--- src/rtl/hazard_unit_mc.sv ---
// Hazard unit for the 5-stage pipeline with E/D forwarding, multi-bubble load-use
// stalling and a countdown scoreboard for the multi-cycle multiply/divide unit.
module hazard_unit_mc #(
  parameter int unsigned REG_AW       = 5,
  parameter int unsigned LOAD_BUBBLES = 1,
  parameter int unsigned MDU_LATENCY  = 4
) (
  input  logic              clk,
  input  logic              rst_n,
  input  logic [REG_AW-1:0] RsD,
  input  logic [REG_AW-1:0] RtD,
  input  logic [REG_AW-1:0] RsE,
  input  logic [REG_AW-1:0] RtE,
  input  logic [REG_AW-1:0] WriteRegE,
  input  logic [REG_AW-1:0] WriteRegM,
  input  logic [REG_AW-1:0] WriteRegW,
  input  logic              RegWriteE,
  input  logic              RegWriteM,
  input  logic              RegWriteW,
  input  logic              MemtoRegE,
  input  logic              MemtoRegM,
  input  logic              BranchD,
  input  logic              PCSrcD,
  input  logic              MduStartE,
  input  logic [REG_AW-1:0] MduDstE,
  input  logic              MduOpD,
  output logic [1:0]        ForwardAE,
  output logic [1:0]        ForwardBE,
  output logic              ForwardAD,
  output logic              ForwardBD,
  output logic              StallF,
  output logic              StallD,
  output logic              FlushE,
  output logic              FlushD,
  output logic              MduBusy
);

  localparam int unsigned MaxCnt = (LOAD_BUBBLES > MDU_LATENCY) ? LOAD_BUBBLES : MDU_LATENCY;
  localparam int unsigned CntW   = $clog2(MaxCnt + 1);

  logic [CntW-1:0]   lu_cnt_q, lu_cnt_d;
  logic [CntW-1:0]   mdu_cnt_q, mdu_cnt_d;
  logic [REG_AW-1:0] mdu_dst_q, mdu_dst_d;

  logic lu_det, lustall, brstall, mdustall, stall;

  // Register 0 is hardwired and never a dependency.
  function automatic logic hit(input logic [REG_AW-1:0] a, input logic [REG_AW-1:0] b);
    return (a != '0) && (a == b);
  endfunction

  always_comb begin
    ForwardAE = 2'b00;
    if (hit(RsE, WriteRegM) && RegWriteM)      ForwardAE = 2'b10;
    else if (hit(RsE, WriteRegW) && RegWriteW) ForwardAE = 2'b01;

    ForwardBE = 2'b00;
    if (hit(RtE, WriteRegM) && RegWriteM)      ForwardBE = 2'b10;
    else if (hit(RtE, WriteRegW) && RegWriteW) ForwardBE = 2'b01;

    ForwardAD = hit(RsD, WriteRegM) && RegWriteM && !MemtoRegM;
    ForwardBD = hit(RtD, WriteRegM) && RegWriteM && !MemtoRegM;
  end

  always_comb begin
    lu_det  = MemtoRegE && (hit(RtE, RsD) || hit(RtE, RtD));
    lustall = lu_det || (lu_cnt_q != '0);

    brstall = BranchD &&
              ((RegWriteE && (hit(WriteRegE, RsD) || hit(WriteRegE, RtD))) ||
               (MemtoRegM && (hit(WriteRegM, RsD) || hit(WriteRegM, RtD))));

    MduBusy  = (mdu_cnt_q != '0);
    mdustall = MduBusy && (MduOpD || hit(mdu_dst_q, RsD) || hit(mdu_dst_q, RtD));

    stall  = lustall || brstall || mdustall;
    StallF = stall;
    StallD = stall;
    FlushE = stall;
    FlushD = BranchD && PCSrcD && !stall;
  end

  always_comb begin
    lu_cnt_d = lu_cnt_q;
    if (lu_cnt_q != '0) lu_cnt_d = lu_cnt_q - CntW'(1);
    else if (lu_det)    lu_cnt_d = CntW'(LOAD_BUBBLES - 1);

    mdu_cnt_d = mdu_cnt_q;
    mdu_dst_d = mdu_dst_q;
    // A flushed E slot never really issues, so it must not arm the scoreboard.
    if (MduStartE && !stall) begin
      mdu_cnt_d = CntW'(MDU_LATENCY);
      mdu_dst_d = MduDstE;
    end else if (mdu_cnt_q != '0) begin
      mdu_cnt_d = mdu_cnt_q - CntW'(1);
    end
  end

  always_ff @(posedge clk or negedge rst_n) begin
    if (!rst_n) begin
      lu_cnt_q  <= '0;
      mdu_cnt_q <= '0;
      mdu_dst_q <= '0;
    end else begin
      lu_cnt_q  <= lu_cnt_d;
      mdu_cnt_q <= mdu_cnt_d;
      mdu_dst_q <= mdu_dst_d;
    end
  end

endmodule

--- config.mk ---
export PLATFORM = sky130hd
export DESIGN_NAME = hazard_unit_mc
export DESIGN_NICKNAME = d
export VERILOG_FILES = /design/src/rtl/hazard_unit_mc.sv
export SDC_FILE = /design/constraint.sdc
export NUM_CORES = 1
export LEC_CHECK = 0
export ABC_AREA = 1
export ABC_CLOCK_PERIOD_IN_PS = 1700
export BUFFER_PORTS_ARGS = -buffer_cell sky130_fd_sc_hd__buf_2
export CORE_MARGIN = 4
export CORE_UTILIZATION = 35
export DETAILED_ROUTE_END_ITERATION = 7
export HOLD_SLACK_MARGIN = 0.05
export PLACE_DENSITY = 0.71
export SLEW_MARGIN = 15
export SYNTH_ARGS = -nofsm -noshare
export SYNTH_HDL_FRONTEND = slang
export SYNTH_SLANG_ARGS = --single-unit
--- constraint.sdc ---
create_clock -name clk -period 1.7 [get_ports clk]
set_clock_uncertainty 0.2 [all_clocks]
set_input_delay 0.17 -clock clk [delete_from_list [all_inputs] [get_ports clk]]
set_output_delay 0.17 -clock clk [all_outputs]
set_load 0.02 [all_outputs]
## Word-level counts from Yosys, hierarchy flattened

Cells that the tools add are included.

| word-level totals | value |
|---|---|
| logic and storage cells | 79 |
| output and inout bits | 11 |
| bits in registers | 11 |

| cells by class | value |
|---|---|
| multiplexer cells | 8 |
| add/sub/neg operators | 2 |
| eq/ne operators | 14 |
| reduce and logical (&&, ||, !) cells | 52 |

Operators by type and width:

| kind | count |
|---|---|
| $eq A5 B5 Y1 | 14 |
| $reduce_bool A5 Y1 | 7 |
| $logic_and A1 B1 Y1 | 30 |
| $mux W3 | 4 |
| $logic_or A1 B1 Y1 | 9 |
| $reduce_bool A3 Y1 | 2 |
| $sub A3 B1 Y3 const B | 2 |
| $mux W2 | 2 |
| $reduce_bool A2 Y1 | 2 |
| $logic_not A1 Y1 | 2 |
| $mux W1 | 2 |

## Logic depth before layout (Yosys ltp)

Gate-level depths: netlist of the first run.

| depth | value |
|---|---|
| word-level depth | 11 |
| gate-level depth with buffers | 12 |
| gate-level depth less buffers | 12 |

## Worst setup path after synthesis of the first run

No wires, ideal clock.

| timing path | value |
|---|---|
| path type | input to output |
| from | in RtE[2] |
| to | out ForwardBE[0] |
| stages on the path | 6 |
| buffers on the path | 1 |
| setup slack | -0.253 ns |
| data required time | 1.330 ns |
| data arrival time | 1.583 ns |
| path through | clkbuf_2 inv_1 nand4_1 inv_1 nor4_1 nor2_1 |

| on the way | value |
|---|---|
| cells in the longest elaborated chain, start to end | 5 |

Ends and longest elaborated chain:

| item | line | RTL |
|---|---|---|
| from (decl) | 13 | `input logic [REG_AW-1:0] RtE,` |
| $eq A5 B5 Y1 / $reduce_bool A5 Y1 (equally long branches) | 49 | `return (a != '0) && (a == b);` |
| $logic_and A1 B1 Y1 | 49 |  |
| $logic_and A1 B1 Y1 | 59 | `else if (hit(RtE, WriteRegW) && RegWriteW) ForwardBE = 2'b01;` |
| $mux W1 | 59 |  |
| $mux W2 (*) | 58 | `if (hit(RtE, WriteRegM) && RegWriteM) ForwardBE = 2'b10;` |
| to (decl) | 28 | `output logic [1:0] ForwardBE,` |

Every way passes the cells marked *; elsewhere a longest branch is shown, timed or not.

## Worst setup path in the final report of the first run

| timing path | value |
|---|---|
| from | reg mdu_dst_q[0] |
| to | out FlushD |

| on the way | value |
|---|---|
| cells in the longest elaborated chain, start to end | 8 |

Ends and longest elaborated chain:

| item | line | RTL |
|---|---|---|
| from (decl) | 43 | `logic [REG_AW-1:0] mdu_dst_q, mdu_dst_d;` |
| from (signal assigned) | 107 | `mdu_dst_q <= mdu_dst_d;` |
| $eq A5 B5 Y1 / $reduce_bool A5 Y1 (equally long branches) | 49 |  |
| $logic_and A1 B1 Y1 | 49 |  |
| $logic_or A1 B1 Y1 | 74 | `mdustall = MduBusy && (MduOpD \|\| hit(mdu_dst_q, RsD) \|\| hit(mdu_dst_q, RtD));` |
| $logic_or A1 B1 Y1 (*) | 74 |  |
| $logic_and A1 B1 Y1 (*) | 74 |  |
| $logic_or A1 B1 Y1 (*) | 76 | `stall = lustall \|\| brstall \|\| mdustall;` |
| $logic_not A1 Y1 (*) | 80 | `FlushD = BranchD && PCSrcD && !stall;` |
| $logic_and A1 B1 Y1 (*) | 80 |  |
| to (decl) | 34 | `output logic FlushD,` |

Marks and branches as above.

==> reports/results.ini, run 1 <==
[status]
status=complete, but fails checks
violations=setup timing

[timing]
hold-worst-slack_ns=0.1128
period_minus_slack_ns=1.954
hold_viol=0
setup_slack_ns=-0.2542
clock.fmax_mhz=511.7
slew_viol_final=0
fin_crit_sh_pct=115.0
slew_headroom_pct=77.22
setup_violations=11
grt_setup_unrepaired=yes
worst_slew_pin_slew_ns=0.3390

[floorplanning]
row_count=24
die_area_um2=5882
io-pin-count=62
die_w_um=76.70
start_util_pct=36.91
core_area_um2=4474
chipHeight_um=76.70

[setup_path]
endpoint_kind=output pin
r2r_end=mdu_dst_q[2]
cp_common_cell=nand2_1
r2r_cells=11
worstPathArrival_ns=1.58
slowest_stage=dfrtp_2
crit_family=simple AND/OR/NAND/NOR gates
reg2reg_setup_slack_ns=-0.03
worst-setup-path-type=reg -> out
r2r-start=mdu_dst_q[0]
crit_required_ns=1.33
cp_max_fo=5
start_kind=flip-flop
crit_buf_inv=2
cp_slowest_stage_delay_ns=0.44
path_cells=inv_1, nand2_1, nand2_1, nor2_1, nand4_1, nand3_2, a21oi_4, nand2_4, nor2_4, buf_6

[worst_hold_path]
hold_path.class=in -> async

[cells_and_area]
diodes=0
drive_gt1_share_pct=34.74
design_area_um2=2434
final_cell_mix=101 x nand2_1, 56 x buf_2, 38 x inv_1
final_common_cell=nand2_1
n_fill_cell=460
nets=436
area_growth_pct=47.35

[global_routing]
grt_pass1_vias=1928
grt_first_pass_wirelength_mm=8.514
antenna_found_initial=0
grt_max_degree=12
track_usage_pct=17.46
gr-total-overflow=0

[clocking]
clk_pin_slew_ns=0.05
cts_tree=yes
cts.sinks=11
ctsLongestPathBuffers=2
numCtsBuffers=3
clk_latency_ns=0.24
cts-root-buf=clkbuf_8
htree_num_levels=1

[synth]
syn-mean-instance-area_um2=5.775
synthXorXnorAreaFrac_pct=10.61
synth_top_family_by_area=simple AND/OR/NAND/NOR gates
synth_compound_area_share_pct=11.67
syn_inst=286
yosys.area_share.simple_pct=44.47
yosys_warnings=0
synth_cell_types=31
syn-cell-area_um2=1652
yosysSeqAreaShare_pct=16.67
ys_ff_latch=11
syn_nets=341
synth_mux_area_share_pct=0
synth_fa_ha_area_share_pct=3.030

[routing]
ant_nets=0
wl_mm=5.220
drt_iter0_markers=112
via_per_inst=4.780
route.detailed.drc=0
wl_per_cell_um=12.08
dr_total_vias=2065
dr.pass1.iters=6

[placement]
port_buffers=61
dp_slack_ns=-0.05407
gp_congestion=0.8610
post_dp_cell_area_um2=2168
dpl.hpwl_mm=4.217

[flow_run]
maxCapViolCount=0

[pwr]
vdd_ir_drop_max_uv=636.8
cellPowerDensity_nw_per_um2=755.5
p_leak_nw=1.420

==> sequential cells by signal, summed over array words and instances, names as in the netlist <==
register,count
lu_cnt_q,3
mdu_dst_q,5
mdu_cnt_q,3
==> synth_stat cells (all sizes together) <==
| master | count | area, um2 |
|---|---|---|
| ha | 4 | 50.05 |
| buf | 2 | 15.01 |
| a221oi | 1 | 8.760 |
| xnor2 | 10 | 87.58 |
| nand3 | 10 | 55.05 |
| xor2 | 10 | 87.58 |
| nand4 | 12 | 90.09 |
| a21boi | 2 | 26.28 |
| o21ai | 8 | 40.04 |
| a21oi | 6 | 45.05 |
| a211oi | 3 | 22.52 |
| clkbuf | 4 | 28.77 |
| o22ai | 4 | 25.02 |
| o31ai | 1 | 7.510 |
| nor3b | 2 | 15.01 |
| nor4 | 2 | 12.51 |
| nor3 | 3 | 15.01 |
| inv | 48 | 180.2 |
| nand2 | 112 | 437.9 |
| o2111ai | 2 | 17.52 |
| nor2 | 29 | 108.9 |
| dfrtp | 11 | 275.3 |
==> power by group <==
group          switching (W)  internal [W]
clock network       0.000104      0.000165
registers           0.000110      0.000365
logic               0.000616      0.000478
total               0.000830       0.00101
==> metal layers <==
layer | global-route usage [%] | vias up | routed length (um)
li1 | - | 1083 | -
met1 | 22.81 | 912 | 2419
met2 | 30.23 | 65 | 2485
met3 | 1.991 | 5 | 250
met4 | 4.710 | 0 | 64
met5 | 0 | - | 0
==> stage by stage <==
step / power, W / util, % / std cells / TNS [ns]
finish: 0.001839 / 54.39 / 432 / -1.072
global route: 0.002023 / 54.39 / 432 / -2.842
CTS: 0.001736 / 51.34 / 426 / -0.9181
detailed placement: 0.001419 / 48.46 / 414 / -0.06110
global placement: 0.001390 / 48.46 / 414 / -0.008451
floorplan: 0.001127 / - / 286 / -0.00002287
==> repair_timing <==
item / in CTS / in global routing
hold buffers: 7 / 0
setup endpoints to repair: 4 / 17
buffers inserted: 1 / 6
gates resized for setup: 3 / 39
pin swaps: 3 / 9
endpoints found under the hold margin: 16 / 0
==> worst max-delay path by stage <==
stage	slack, ns	depth (start not counted)	endpoint	from
2_1_floorplan	-0.00001	7	StallD	mdu_dst_q[0]
3_3_place_gp	-0.008	8	FlushD	mdu_dst_q[0]
3_5_place_dp	-0.05	8	FlushD	mdu_dst_q[0]
4_1_cts	-0.25	8	FlushD	mdu_dst_q[1]
5_1_grt	-0.40	8	FlushD	mdu_dst_q[1]
6_report	-0.25	10	FlushD	mdu_dst_q[0]
==> kinds of logic after synthesis <==
group           after synthesis
fa+ha+maj                     4
flops                        11
simple gates                170
buf+inv                      54
xor+xnor                     20
compound gates               27
==> cell type report <==
class	count	area, um2	share of cell area (%)
clock buffer	4	45.04	1.851
inverter	48	187.7	7.712
multi-input combinational	221	1229	50.49
sequential	11	279.0	11.47
tap	52	65.06	2.674
timing repair buffer	96	628.1	25.81
No activity file was read; power rests on OpenSTA's default activity.
==> run 2: changes to the inputs <==
- CORE_UTILIZATION: 35 -> 45
- PLACE_DENSITY: 0.71 -> 0.86
==> run 2 against run 1 <==
Compared with the run above:
- the flow still finishes with violations (setup timing)
- via count grew 8.0%
- core utilization up 15 points
- critical path type unchanged
- highest routed layer unchanged
- non-clock buffer count is 4 lower
- sequential share of layout area grew 0.085 points
- first-iteration DRC count increased by 100%
- design area fell by 1.2%
- critical endpoint unchanged
- sequential power is essentially flat
==> reports/results.ini, run 2 (synthesis results as in run 1) <==
[timing]
clock.fmax_mhz=504.7  ; -1.4%
slew_headroom_pct=77.11  ; -0.11 points
fin_crit_sh_pct=116.5  ; +1.6 points
slew_viol_final=0  ; unchanged
worst_slew_pin_slew_ns=0.3407  ; +0.001684 ns
hold-worst-slack_ns=0.06201  ; -0.05074 ns
hold_viol=0  ; unchanged
period_minus_slack_ns=1.981  ; +0.02711 ns
setup_violations=13  ; +2
setup_slack_ns=-0.2813  ; -0.02711 ns
grt_setup_unrepaired=yes

[placement]
dpl.hpwl_mm=4.075  ; -3.4%
port_buffers=61  ; unchanged
post_dp_cell_area_um2=2131  ; -1.7%
gp_congestion=0.8844  ; +2.7%

[setup_path]
r2r_cells=9  ; -2
reg2reg_setup_slack_ns=-0.10  ; -0.07 ns
start_kind=flip-flop
path_cells=xor2_1, nor2_1, nand4_1, nand3_2, a21oi_4, nand2_4, nor2_4, buf_6
r2r-start=mdu_dst_q[0]
worstPathArrival_ns=1.61  ; +0.03 ns
endpoint_kind=output pin
cp_max_fo=5  ; unchanged
slowest_stage=dfrtp_1
crit_required_ns=1.33  ; about the same
cp_slowest_stage_delay_ns=0.44  ; about the same
r2r_end=mdu_dst_q[2]
worst-setup-path-type=reg -> out

[cells_and_area]
design_area_um2=2405  ; -1.2%
final_cell_mix=100 x nand2_1, 54 x buf_2, 40 x inv_1
area_growth_pct=45.61
top_register=mdu_dst_q
final_common_cell=nand2_1
nets=432  ; -0.92%
largest_reg_flops=5  ; unchanged
drive_gt1_share_pct=32.98  ; -1.8 points
reg_top3=mdu_dst_q x5, lu_cnt_q x3, mdu_cnt_q x3
diodes=0  ; unchanged

[routing]
wl_per_cell_um=13.63  ; +13%
wl_mm=5.753  ; +10%
dr.pass1.iters=6  ; unchanged
dr_total_vias=2231  ; +8.0%
route.detailed.drc=0  ; unchanged
drt_iter0_markers=225  ; +100%
via_per_inst=5.287  ; +11%
ant_nets=0  ; unchanged

[worst_hold_path]
whs_endpoint=mdu_dst_q[2]
hold_path_depth=3
hp-start=MduStartE
hold_path.class=in -> reg

[status]
violations=setup timing
status=complete, but fails checks

[global_routing]
antenna_found_initial=0  ; unchanged
grt_first_pass_wirelength_mm=8.211  ; -3.6%
gr-total-overflow=0  ; unchanged
track_usage_pct=22.67  ; +5.2 points
grt_pass1_vias=1954  ; +1.3%
grt_max_degree=12  ; unchanged

[floorplanning]
chipHeight_um=68.58  ; -11%
die_w_um=68.58  ; -11%
start_util_pct=47.98  ; +11 points
die_area_um2=4703  ; -20%
row_count=21  ; -13%
io-pin-count=62  ; unchanged
core_area_um2=3442  ; -23%

[clocking]
htree_num_levels=1  ; unchanged
numCtsBuffers=3  ; unchanged
ctsLongestPathBuffers=2  ; unchanged
cts-root-buf=clkbuf_8
clk_pin_slew_ns=0.05  ; about the same
cts_tree=yes
clk_latency_ns=0.24  ; about the same
cts.sinks=11  ; unchanged

[flow_run]
maxCapViolCount=0  ; unchanged

[pwr]
cellPowerDensity_nw_per_um2=779.0  ; +3.1%
vdd_ir_drop_max_uv=774.9  ; +22%
p_leak_nw=1.405  ; -1.1%

==> run 2: cell count changes in the layout (fill, tap and decap cells not counted), moves of 2 or more <==
cell and delta:
buf_2 -2, inv_2 -2, nor2_2 -2, buf_6 -2, o21ai_2 -2, nand2_2 +2, nor2_1 +2, inv_1 +2
==> run 2: routing by layer <==
metal	routed length, um	up-vias	track usage [%]
met3	500	36	2.107
met2	2709	135	37.66
met4	264	0	9.429
met5	0	-	0
li1	-	1072	-
met1	2278	988	29.79
==> run 2: metrics by stage <==
step                      setup slack, ns  setup TNS [ns]  utilization (%)  instances  total power [W]
after floorplan               -0.00001144     -0.00002287                -        286         0.001127
after global placement          -0.007872       -0.007872            61.90        404         0.001370
after detailed placement         -0.05990        -0.08099            61.90        404         0.001405
after CTS                         -0.2324         -0.8496            65.36        415         0.001701
after global routing              -0.3352          -2.374            69.87        422         0.002005
final                             -0.2813          -1.684            69.87        422         0.001873
==> run 2: power breakdown <==
| group | total, W | leakage (nW) | switching (W) | internal (W) |
|---|---|---|---|---|
| registers | 0.000474 | 0.137 | 0.000112 | 0.000363 |
| clock network | 0.000270 | 0.0228 | 0.000105 | 0.000165 |
| logic | 0.00113 | 1.25 | 0.000646 | 0.000483 |
==> run 2: worst max path at each step <==
stage            startpoint      to  cells past startpoint  slack, ns
3_5_place_dp   mdu_dst_q[0]  FlushD                      8      -0.06
4_1_cts        mdu_dst_q[0]  FlushD                      8      -0.23
6_report       mdu_dst_q[0]  FlushD                      8      -0.28
3_3_place_gp         RtD[2]  FlushD                     13     -0.008
5_1_grt        mdu_dst_q[0]  FlushD                      8      -0.34
2_1_floorplan  mdu_dst_q[0]  StallD                      7   -0.00001
==> run 2: final cells by class <==
type | instances | area [um2]
flip-flops and latches | 11 | 277.8
fillers | 272 | 1037
inverters | 48 | 195.2
repair buffers | 92 | 598.1
well taps | 46 | 57.56
clock buffers | 4 | 45.04
multi-input cells | 221 | 1231
==> run 2: critical path, delay by kind of cell (launching register included) <==
family / cells / cell delay (ns)
and+or+nand+nor: 5 / 0.46
AOI/OAI and AO/OA: 1 / 0.18
xor gates and xnor gates: 1 / 0.18
DFF: 1 / 0.44
buffers and inverters: 1 / 0.12
==> run 2: repair_timing <==
item / 4_1_cts / 5_1_grt
pin swaps: 4 / 6
hold buffers: 6 / 0
endpoints found under the setup margin: 4 / 15
buffers inserted: 1 / 7
endpoints found under the hold margin: 16 / 0
gates resized for setup: 3 / 37
==> run 3: changes to the inputs <==
- ABC_CLOCK_PERIOD_IN_PS: 1700 -> 2500
- CAP_MARGIN: unset -> 15
- CORE_ASPECT_RATIO: unset -> 0.75
- CORE_UTILIZATION: 45 -> 54
- PLACE_DENSITY: 0.86 -> 0.95
- clock period: 1.7 -> 2.5 ns (I/O delays scaled with it)
==> run 3 against run 2 <==
Compared with the run above:
- the run now ends clean
- routed wire length fell by 15%
- sequential cell count unchanged
- cell count down 9.0%
- core utilization fell by 1.2 points
- largest cell class unchanged
==> reports/results.ini, run 3 (synthesis results as in run 1) <==
[status]
status=finished, final reports clean

[timing]
period_minus_slack_ns=2.276
slew_headroom_pct=73.21  ; -3.9 points
grt_setup_unrepaired=no
tns_ns=0  ; +1.684 ns
worst_slew_pin_slew_ns=0.3982  ; +0.05749 ns
fin_crit_sh_pct=91.05
hold-worst-slack_ns=0.06904  ; +0.007029 ns
setup_violations=0  ; -13
slew_viol_final=0  ; unchanged
hold_viol=0  ; unchanged
clock.fmax_mhz=439.3

[routing]
wl_met3_um=553  ; +11%
wl_mm=4.918  ; -15%
ant_nets=0  ; unchanged
dr.pass1.iters=5  ; -1
dr_total_vias=2035  ; -8.8%
wl_per_cell_um=12.81  ; -6.1%
drt_iter0_markers=155  ; -31%
met2WireLength_mm=2.180  ; -20%
wl_met1_mm=2.128  ; -6.6%
dr.max_layer_used=met4
via_per_inst=5.299  ; +0.24%
route.detailed.drc=0  ; unchanged

[global_routing]
grt_pass1_vias=1783  ; -8.8%
grt_max_degree=12  ; unchanged
track_usage_pct=24.58  ; +1.9 points
gr-total-overflow=0  ; unchanged
antenna_found_initial=0  ; unchanged
grt_first_pass_wirelength_mm=7.935  ; -3.4%

[setup_path]
endpoint_kind=output pin
startpoint=mdu_dst_q[0]
start_kind=flip-flop
cp_max_fo=6  ; +1
cp-endpoint=FlushD
crit_required_ns=2.05  ; +0.72 ns
r2r-start=mdu_dst_q[0]
r2r_end=mdu_dst_q[3]
cp_num_cells=8  ; unchanged
crit_family=simple AND/OR/NAND/NOR gates
reg2reg_setup_slack_ns=0.77  ; +0.87 ns
worstPathArrival_ns=1.83  ; +0.22 ns
slowest_stage=dfrtp_1
crit_buf_inv=1  ; unchanged
cp_slowest_stage_delay_ns=0.44  ; about the same
worst-setup-path-type=reg -> out
path_cells=nor2_1, nand4_1, nand4_1, nand3_1, a21oi_4, nand2_2, nor2_1, buf_2
r2r_cells=8  ; -1

[clocking]
ctsLongestPathBuffers=2  ; unchanged
cts_tree=yes
clk_latency_ns=0.24  ; about the same
numCtsBuffers=3  ; unchanged
cts-root-buf=clkbuf_8
htree_num_levels=1  ; unchanged
clk_pin_slew_ns=0.05  ; about the same
cts.sinks=11  ; unchanged
cts_resized=0  ; -3

[cells_and_area]
drive_gt1_share_pct=22.25  ; -11 points
multi_input_area_um2=1152  ; -6.4%
seq_area_um2=275.3  ; -0.90%
n_fill_cell=277  ; +1.8%
diodes=0  ; unchanged
largest_reg_flops=5  ; unchanged
top_register=mdu_dst_q
area_growth_pct=22.05
final_common_cell=nand2_1
nets=402  ; -6.9%
final_cell_mix=107 x nand2_1, 61 x buf_2, 45 x inv_1
reg_top3=mdu_dst_q x5, lu_cnt_q x3, mdu_cnt_q x3

[floorplanning]
core_area_um2=2935  ; -15%
chipHeight_um=55.90  ; -18%
die_area_um2=4017  ; -15%
io-pin-count=62  ; unchanged
start_util_pct=56.27  ; +8.3 points
row_count=17  ; -19%
die_w_um=71.86  ; +4.8%

[placement]
dpl.hpwl_mm=4.053  ; -0.53%
port_buffers=61  ; unchanged
gp_congestion=0.9088  ; +2.8%

[pwr]
vdd_ir_drop_max_uv=628.0  ; -19%
p_leak_nw=1.242  ; -12%
cellPowerDensity_nw_per_um2=550.6  ; -29%

[worst_hold_path]
hold_path.class=in -> reg

[flow_run]
maxCapViolCount=0  ; unchanged

==> run 3: cell types whose count changed in the layout (fill, tap and decap cells not counted), moves of 3 or more <==
cell	previous run	this run
buf_2	54	61
buf_6	4	0
inv_2	6	3
nand2_2	10	4
inv_1	40	45
buf_4	27	0
dlygate4sd3_1	6	1
nand2_1	100	107
==> run 3: timing repair <==
action	in CTS	in global routing
buffers inserted	0	0
hold endpoints to repair	11	0
hold buffers	1	0
==> run 3: cell type report <==
cell class,count,area share (%)
Sequential cell,11,13.66
Clock buffer,4,2.235
Tap cell,38,2.359
Inverter,48,8.939
Timing Repair Buffer,62,15.64
Multi-Input combinational cell,221,57.17
==> run 3: report_power, final <==
| group | switching, W | total [W] | internal, W | leakage [nW] |
|---|---|---|---|---|
| sequential | 0.0000702 | 0.000314 | 0.000243 | 0.139 |
| combinational | 0.000380 | 0.000612 | 0.000232 | 1.08 |
| clock | 0.0000714 | 0.000184 | 0.000112 | 0.0228 |
| total | 0.000522 | 0.00111 | 0.000588 | 1.24 |
==> run 3: worst register-to-register path, stage by stage (launching register included) <==
cell     delay (ns)
dfrtp_1        0.44
nor2_1         0.12
nand4_1        0.11
nand4_1        0.12
nand3_1        0.15
nand2_1        0.14
nand4_4        0.17
nand2_1        0.12
nand2_1        0.05
==> run 3: worst min-delay path by stage <==
stage | start | endpoint | slack [ns] | cells after the start
after floorplan | rst_n | lu_cnt_q[0] | -0.25 | 0
after global placement | rst_n | mdu_dst_q[1] | -0.07 | 1
after detailed placement | rst_n | mdu_dst_q[0] | -0.07 | 1
after CTS | MduDstE[4] | mdu_dst_q[4] | 0.07 | 3
after global routing | MduDstE[1] | mdu_dst_q[1] | 0.07 | 3
final | MduDstE[4] | mdu_dst_q[4] | 0.07 | 3
==> run 3: metal layers <==
metal  GRT usage [%]  up-vias
li1                -     1019
met1           35.93      892
met2           36.39      118
met3           4.693        6
met4           6.971        0
met5               0        -
==> run 3: per-stage QoR <==
step	setup slack (ns)	area, um2	utilization, %	std cells	total power (W)
6_report	0.2238	2016	68.67	384	0.001110
5_1_grt	0.07939	2016	68.67	384	0.001220
4_1_cts	0.2269	2016	68.67	384	0.001110
3_5_place_dp	0.4514	1961	66.79	379	0.0009181
3_3_place_gp	0.5362	1961	66.79	379	0.0008845
2_1_floorplan	0.3874	1652	-	286	0.0007458
